===== src/rtl/conv_pkg.sv =====
// Shared helpers for the convolution line family: clog2, derived datapath widths
// and a width-parametrised signed saturate.
package conv_pkg;

  localparam int SAT_CALC_W = 64;

  function automatic int clog2(input int n);
    int r;
    r = 0;
    while ((1 << r) < n) r++;
    return r;
  endfunction

  function automatic int oMultiplyW(input int ix, input int iw);
    return ix + iw;
  endfunction

  function automatic int oSumW(input int ix, input int iw, input int k);
    return oMultiplyW(ix, iw) + clog2(k);
  endfunction

  function automatic int oAdderW(input int ix, input int iw, input int k, input int ipsum);
    int s;
    s = oSumW(ix, iw, k);
    return ((s > ipsum) ? s : ipsum) + 1;
  endfunction

  // Clamp a sign-extended value into outW signed bits; the bounds themselves pass unclamped.
  function automatic logic signed [SAT_CALC_W-1:0] saturate(
    input  logic signed [SAT_CALC_W-1:0] v,
    input  int                           outW,
    output logic                         clamped
  );
    logic signed [SAT_CALC_W-1:0] maxV;
    logic signed [SAT_CALC_W-1:0] minV;
    maxV = (64'sd1 <<< (outW - 1)) - 64'sd1;
    minV = -(64'sd1 <<< (outW - 1));
    clamped = 1'b0;
    if (v > maxV) begin
      clamped = 1'b1;
      return maxV;
    end
    if (v < minV) begin
      clamped = 1'b1;
      return minV;
    end
    return v;
  endfunction

endpackage


===== src/rtl/conv_sat.sv =====
// Final output stage of a convolution line: clamp (CONV_SAT_EN) or wrap the full
// precision sum to the output width, plus the sticky o_sat flag when clamping.
module conv_sat
  import conv_pkg::*;
#(
  parameter int I_W = 19,
  parameter int O_W = 16
) (
  input  logic                  i_clk,
  input  logic                  i_rst,
  input  logic                  i_valid,
  input  logic signed [I_W-1:0] i_sum,
  output logic                  o_valid,
  output logic signed [O_W-1:0] o_psum
`ifdef CONV_SAT_EN
  ,
  output logic                  o_sat
`endif
);

  logic                  valid_q;
  logic signed [O_W-1:0] psum_q;
  logic signed [O_W-1:0] psum_d;

`ifdef CONV_SAT_EN
  logic signed [SAT_CALC_W-1:0] satWide;
  logic                         clamped;
  logic                         sat_q;
  logic                         sat_d;

  always_comb begin
    clamped = 1'b0;
    satWide = saturate(SAT_CALC_W'(i_sum), O_W, clamped);
    psum_d  = O_W'(satWide);
    sat_d   = sat_q | (i_valid & clamped);
  end

  always_ff @(posedge i_clk) begin
    if (i_rst) sat_q <= 1'b0;
    else       sat_q <= sat_d;
  end

  assign o_sat = sat_q;
`else
  // Without clamping the result simply wraps in two's complement.
  always_comb begin
    psum_d = O_W'(i_sum);
  end
`endif

  always_ff @(posedge i_clk) begin
    if (i_rst) begin
      valid_q <= 1'b0;
      psum_q  <= '0;
    end else begin
      valid_q <= i_valid;
      if (i_valid) psum_q <= psum_d;
    end
  end

  assign o_valid = valid_q;
  assign o_psum  = psum_q;

endmodule


===== src/rtl/convolution_line_k.sv =====
// K-tap weight-stationary 1-D convolution line with psum chaining, three pipeline
// stages. Define CONV_SAT_EN for output clamping and the sticky o_sat port.
module convolution_line_k
  import conv_pkg::*;
#(
  parameter int K      = 3,
  parameter int I_X    = 8,
  parameter int I_W    = 8,
  parameter int I_PSUM = 16,
  parameter int O_SAT  = 16
) (
  input  logic                     i_clk,
  input  logic                     i_rst,
  input  logic                     i_w_load,
  input  logic signed [I_W-1:0]    i_w,
  input  logic                     i_clear,
  input  logic                     i_valid,
  input  logic signed [I_X-1:0]    i_x,
  input  logic signed [I_PSUM-1:0] i_psum,
  output logic                     o_valid,
  output logic signed [O_SAT-1:0]  o_psum
`ifdef CONV_SAT_EN
  ,
  output logic                     o_sat
`endif
);

  localparam int O_MULTIPLY = oMultiplyW(I_X, I_W);
  localparam int O_SUM      = oSumW(I_X, I_W, K);
  localparam int O_ADDER    = oAdderW(I_X, I_W, K, I_PSUM);
  localparam int FILL_W     = (clog2(K) < 1) ? 1 : clog2(K);

  logic signed [I_W-1:0]        w_q [K];
  // Only K-1 older samples are stored; the newest tap is fed straight from i_x.
  logic signed [I_X-1:0]        hist_q [K-1];
  logic signed [I_X-1:0]        histEff [K-1];
  logic [FILL_W-1:0]            fill_q;
  logic [FILL_W-1:0]            fillEff;
  logic                         stageValid;

  logic signed [O_MULTIPLY-1:0] prod_d [K];
  logic signed [O_MULTIPLY-1:0] prod_q [K];
  logic signed [I_PSUM-1:0]     psum0_q;
  logic                         valid0_q;

  logic signed [O_SUM-1:0]      sum_d;
  logic signed [O_SUM-1:0]      sum_q;
  logic signed [I_PSUM-1:0]     psum1_q;
  logic                         valid1_q;

  logic signed [O_ADDER-1:0]    total;

  always_comb begin
    for (int k = 0; k < K - 1; k++) histEff[k] = i_clear ? '0 : hist_q[k];
    fillEff    = i_clear ? '0 : fill_q;
    stageValid = i_valid && (fillEff == FILL_W'(K - 1));
    prod_d[0]  = O_MULTIPLY'(w_q[0]) * O_MULTIPLY'(i_x);
    for (int k = 1; k < K; k++) prod_d[k] = O_MULTIPLY'(w_q[k]) * O_MULTIPLY'(histEff[k-1]);
  end

  always_ff @(posedge i_clk) begin
    if (i_rst) begin
      for (int k = 0; k < K; k++) w_q[k] <= '0;
      for (int k = 0; k < K - 1; k++) hist_q[k] <= '0;
      fill_q <= '0;
    end else begin
      if (i_w_load) begin
        for (int k = 0; k < K - 1; k++) w_q[k] <= w_q[k+1];
        w_q[K-1] <= i_w;
      end
      if (i_valid) begin
        hist_q[0] <= i_x;
        for (int k = 1; k < K - 1; k++) hist_q[k] <= histEff[k-1];
        fill_q <= (fillEff == FILL_W'(K - 1)) ? fillEff : fillEff + 1'b1;
      end else if (i_clear) begin
        for (int k = 0; k < K - 1; k++) hist_q[k] <= '0;
        fill_q <= '0;
      end
    end
  end

  always_ff @(posedge i_clk) begin
    if (i_rst) begin
      valid0_q <= 1'b0;
      psum0_q  <= '0;
      for (int k = 0; k < K; k++) prod_q[k] <= '0;
    end else begin
      valid0_q <= stageValid;
      if (stageValid) begin
        psum0_q <= i_psum;
        for (int k = 0; k < K; k++) prod_q[k] <= prod_d[k];
      end
    end
  end

  always_comb begin
    sum_d = '0;
    for (int k = 0; k < K; k++) sum_d = sum_d + O_SUM'(prod_q[k]);
  end

  always_ff @(posedge i_clk) begin
    if (i_rst) begin
      valid1_q <= 1'b0;
      sum_q    <= '0;
      psum1_q  <= '0;
    end else begin
      valid1_q <= valid0_q;
      if (valid0_q) begin
        sum_q   <= sum_d;
        psum1_q <= psum0_q;
      end
    end
  end

  assign total = O_ADDER'(sum_q) + O_ADDER'(psum1_q);

  conv_sat #(
    .I_W(O_ADDER),
    .O_W(O_SAT)
  ) u_sat (
    .i_clk  (i_clk),
    .i_rst  (i_rst),
    .i_valid(valid1_q),
    .i_sum  (total),
    .o_valid(o_valid),
    .o_psum (o_psum)
`ifdef CONV_SAT_EN
    ,
    .o_sat  (o_sat)
`endif
  );

endmodule


===== config.mk =====
export PLATFORM = sky130hd
export DESIGN_NAME = convolution_line_k
export DESIGN_NICKNAME = d
export VERILOG_FILES = /design/src/rtl/conv_pkg.sv /design/src/rtl/conv_sat.sv /design/src/rtl/convolution_line_k.sv
export SDC_FILE = /design/constraint.sdc
export NUM_CORES = 1
export LEC_CHECK = 0
export CAP_MARGIN = 0
export CORE_ASPECT_RATIO = 0.8
export CORE_MARGIN = 5
export CORE_UTILIZATION = 50
export DETAILED_ROUTE_END_ITERATION = 10
export DONT_BUFFER_PORTS = 1
export PLACE_DENSITY = 0.64
export SYNTH_ARGS = -nofsm -noshare
export SYNTH_HDL_FRONTEND = slang
export SYNTH_HIERARCHICAL = 1
export SYNTH_SLANG_ARGS = --single-unit

===== constraint.sdc =====
create_clock -name i_clk -period 16.3 [get_ports i_clk]
set_input_delay 4.89 -clock i_clk [delete_from_list [all_inputs] [get_ports i_clk]]
set_output_delay 4.89 -clock i_clk [all_outputs]
set_load 0.03 [all_outputs]

# After elaboration in Yosys (flattened, before gate mapping)

Memory sizes are Yosys's and may differ from the RTL's.
Cells that the tools add are included.

Memory bits (writable): 88
Input bits: 37
Word-level logic and storage cells: 60
Memories: 3
Output and inout port bits: 17
Flip-flop bits (word level): 69

Muxes and demuxes: 30
Reduce and logical (&&, ||, !) cells: 1
Equality and inequality tests: 1
$add $sub $neg: 4
Bitwise logic cells: 10
Multipliers: 3

Memory list:

| memory | depth | bits a word | read ports | clocked after memory_dff | write ports | line                     | text |
|---|---|---|---|---|---|---|---|
| prod_q | 3     | 16          | 3          | 0                        | 3           | convolution_line_k.sv:42 | `logic signed [O_MULTIPLY-1:0] prod_q [K];` |
| w_q    | 3     | 8           | 3          | 0                        | 3           | convolution_line_k.sv:33 | `logic signed [I_W-1:0] w_q [K];` |
| hist_q | 2     | 8           | 2          | 0                        | 2           | convolution_line_k.sv:35 | `logic signed [I_X-1:0] hist_q [K-1];` |

Operators with widths:

| kind                  | number |
|---|---|
| $mux W8               | 9 |
| $add A16 B16 Y16      | 3 |
| $mul A8 B8 Y16        | 3 |
| $mux W16              | 3 |
| $mux W1               | 15 |
| $or A1 B1 Y1          | 10 |
| $mux W2               | 3 |
| $add A2 B1 Y2 const B | 1 |
| $eq A2 B2 Y1 const B  | 1 |
| $logic_and A1 B1 Y1   | 1 |

# Depth between registers and ports, before layout

Depth in word-level cells: 7
Mapped depth: 19
Mapped depth without buffers: 18

# By module

Netlist, hierarchy kept.

By module, submodules not included:

| module             | seq. area each (um^2) | area an instance (um^2) | cells an instance | times used |
|---|---|---|---|---|
| convolution_line_k | 3,723.6               | 14,332.5                | 1,443             | 1 |
| conv_sat           | 340.3                 | 608.1                   | 54                | 1 |

# Worst setup path before layout

No wires, ideal clock.

Path kind: input to register
Start point: input i_clear
End point: memory prod_q[0][46] (netlist bit) (data pin)
Stages: 18
Data arrival time: 9,209 ps
Buffers on the path: 2
Slack: 6,822 ps
Library setup time: 269 ps
Data required time: 16,031 ps
Cells stage by stage: clkbuf_1 clkbuf_1 nor2b_1 and2_1 fa_1 inv_1 fa_1 inv_1 fa_1 inv_1 fa_1 inv_1 ha_1 o21a_1 o21a_1 o41a_1 o41ai_1 mux2i_1

RTL lines:

| what        | line                     | text |
|---|---|---|
| from (decl) | convolution_line_k.sv:16 | `input logic i_clear,` |
| to (decl)   | convolution_line_k.sv:42 |  |

==> impl_metrics.toml <==
[outcome]
status = "finished clean"

[placement]
gp_congestion = 0.826
dp.final_hpwl_microns = 24200
placed_area_sq_um = 15000
io_buffers = 0

[setup_path]
worstSetupPathType = "in2reg"
critical_path.slowest_cell = "fa_1"
arrival_ns = 9.36
crit_path_frequent_cell = "fa_1"
crit_path_max_fanout = 19
cp.buffers_inverters = 3
endpoint_kind = "register"
r2r_cells = 15
cp_cell_sequence = "nand2b_1, or2_2, fa_1, fa_1, inv_1, fa_1, inv_1, fa_1, inv_1, ha_1, a21oi_1, o21ai_0, a2111oi_0, or3_1, a21oi_1"
cp.depth = 15
start_kind = "input pin"
crit_family = "adder cells"
slowest_delay_ns = 0.58
worstPathRequired_ns = 16.45

[timing]
slew-limit-headroom_pct = 24.7
rsz0062_at_grt = "no"
final.min_clock_period_ns = 9.21
setup_viol = 0
fin_skew_ns = 0.00806
tightest_slew_ns = 1.13
tns_ns = 0
hold_viol = 0
fin_crit_sh_pct = 56.5
timing.fmax_mhz = 109
final_max_slew_viol_count = 0

[cts]
clock-sinks = 157
h-tree-depth = 4
cts_tree = "built"
root_buffer = "clkbuf_16"
cts_made_buffers = 17
clkTransAtPathRegs_ns = 0.07
ctsResizeCount = 0
post_cts_buffers = 0
hold_buffers = 0
clkLatencyLatePin_ns = 0.43
cts_buffer_depth = 2

[route]
ant_nets = 0
wl_per_cell_microns = 16.9
routed-via-count = 9635
viasPerCell = 5.25
totalWireLength_microns = 31000
dr.first_iter.drc_count = 544
drcViolationCount = 0
dr.pass1.iters = 5

[layout]
nNetsFinal = 1787
drive_above_1_share_pct = 3.36
diodes = 0
fin_area_sq_um = 15600
area_growth_syn_to_layout_pct = 6.54

[pwr]
power_density_nw_per_um2 = 75.2
pwr-share-clk_pct = 36.4
p_int_mw = 0.816
finalPower_mw = 1.18
power_switching_mw = 0.361
seqPwrFrac_pct = 38.0
ir_worst_vdd_mv = 0.0840
power.share.switching_pct = 30.7
p_leak_nw = 6.97
pwr-share-comb_pct = 25.6

[grt]
grt_antenna_before_repair = 0
grt.overflow.total = 0
grt_pass1_vias = 9873
grt_max_degree = 70
grt_pass1_wl_microns = 52000
grt_usage_pct = 19.8

[synth]
synthCells = 1464
synth_fp_nets = 1804
netlist_area_sq_um = 14700
yosysWarningCount = 6
avgSynthCellArea_sq_um = 10.0

[floorplan]
dieHeight_microns = 163
io_pins = 54
start_util_pct = 50.4
die_w_microns = 202
fp-row-count = 56
core_sq_um = 29100
dieArea_sq_um = 32900

[worst_hold_path]
holdPathStages = 2
hp-class = "reg2reg"

[job]
drv_cap = 0
routing by layer:
layer	GRT usage [%]	up-vias	wire length, microns
li1	-	4692	-
met5	0	-	0
met3	3.57	31	1310
met2	31.9	184	14100
met4	4.75	0	514
met1	28.2	4728	15000
path summary, 6_finish.rpt:
path	slack, ns	start	endpoint
max	7.09	i_clear	prod_q[0][30]
min	0.48	sum_q[7]	sum_q[7]
max reg2reg	11.24	hist_q[0][6]	prod_q[0][30]
min reg2reg	0.48	sum_q[7]	sum_q[7]
layout make-up:
class                           instances  area, sq um
Timing Repair Buffer                    2         15.0
Clock inverter                          7         82.6
Fill cell                            2604        13500
Tap cell                              377          472
Inverter                              246          923
Sequential cell                       157         4030
Multi-Input combinational cell       1023         9570
Clock buffer                           24          557
worst register-to-register path: cells and delay by family (launching register included):
kind | cells | cell delay (ns)
adder cells (fa/ha/maj) | 5 | 2.48
AO/OA/AOI/OAI | 4 | 1.00
AND/OR/NAND/NOR | 3 | 0.76
flip-flops | 1 | 0.36
buffers and inverters | 3 | 0.16
metrics by stage:
stage | setup slack (ns) | std cells | utilization, % | hold WS (ns)
floorplan | 6.82 | 1464 | - | 0.449
global placement | 6.84 | 1805 | 51.5 | 0.461
detailed placement | 6.65 | 1805 | 51.5 | 0.465
CTS | 7.12 | 1836 | 53.7 | 0.476
global route | 6.82 | 1836 | 53.7 | 0.487
finish | 7.09 | 1836 | 53.7 | 0.477
power groups by stage:
stage	registers, mW	clock network [mW]	logic (mW)
after floorplan	0.446	0	0.244
after global placement	0.456	0	0.297
final	0.447	0.429	0.301
after global routing	0.449	0.452	0.350
after CTS	0.447	0.436	0.304
after detailed placement	0.456	0	0.302
layout by cell type (no fill, tap or decap), types with 3 or more instances in the layout:
cell,count
a211oi_1,17
a21o_1,13
a21oi_1,40
a22o_1,16
a31oi_1,6
and2_1,163
and3_1,6
clkbuf_16,21
dfxtp_1,68
edfxtp_1,88
fa_1,183
ha_1,120
inv_1,244
mux2i_1,41
nand2_1,82
nand2b_1,16
nand3_1,8
nand4_1,3
nor2_1,102
nor2b_1,26
nor3_1,24
nor3b_1,6
nor4_1,3
o211ai_1,5
o21a_1,19
o21ai_0,24
o21bai_1,9
o311ai_0,3
o41ai_1,3
or2_2,5
or3_1,5
xnor2_1,37
xor2_1,11
sequential cells by signal (all words and copies together), names as in the netlist, 2 cells and up:
signal	count
hist_q	16
prod_q	48
fill_q	2
psum0_q	16
u_sat/o_psum	16
sum_q	16
psum1_q	16
w_q	24
Note: power is estimated with default switching activity, not from simulation.
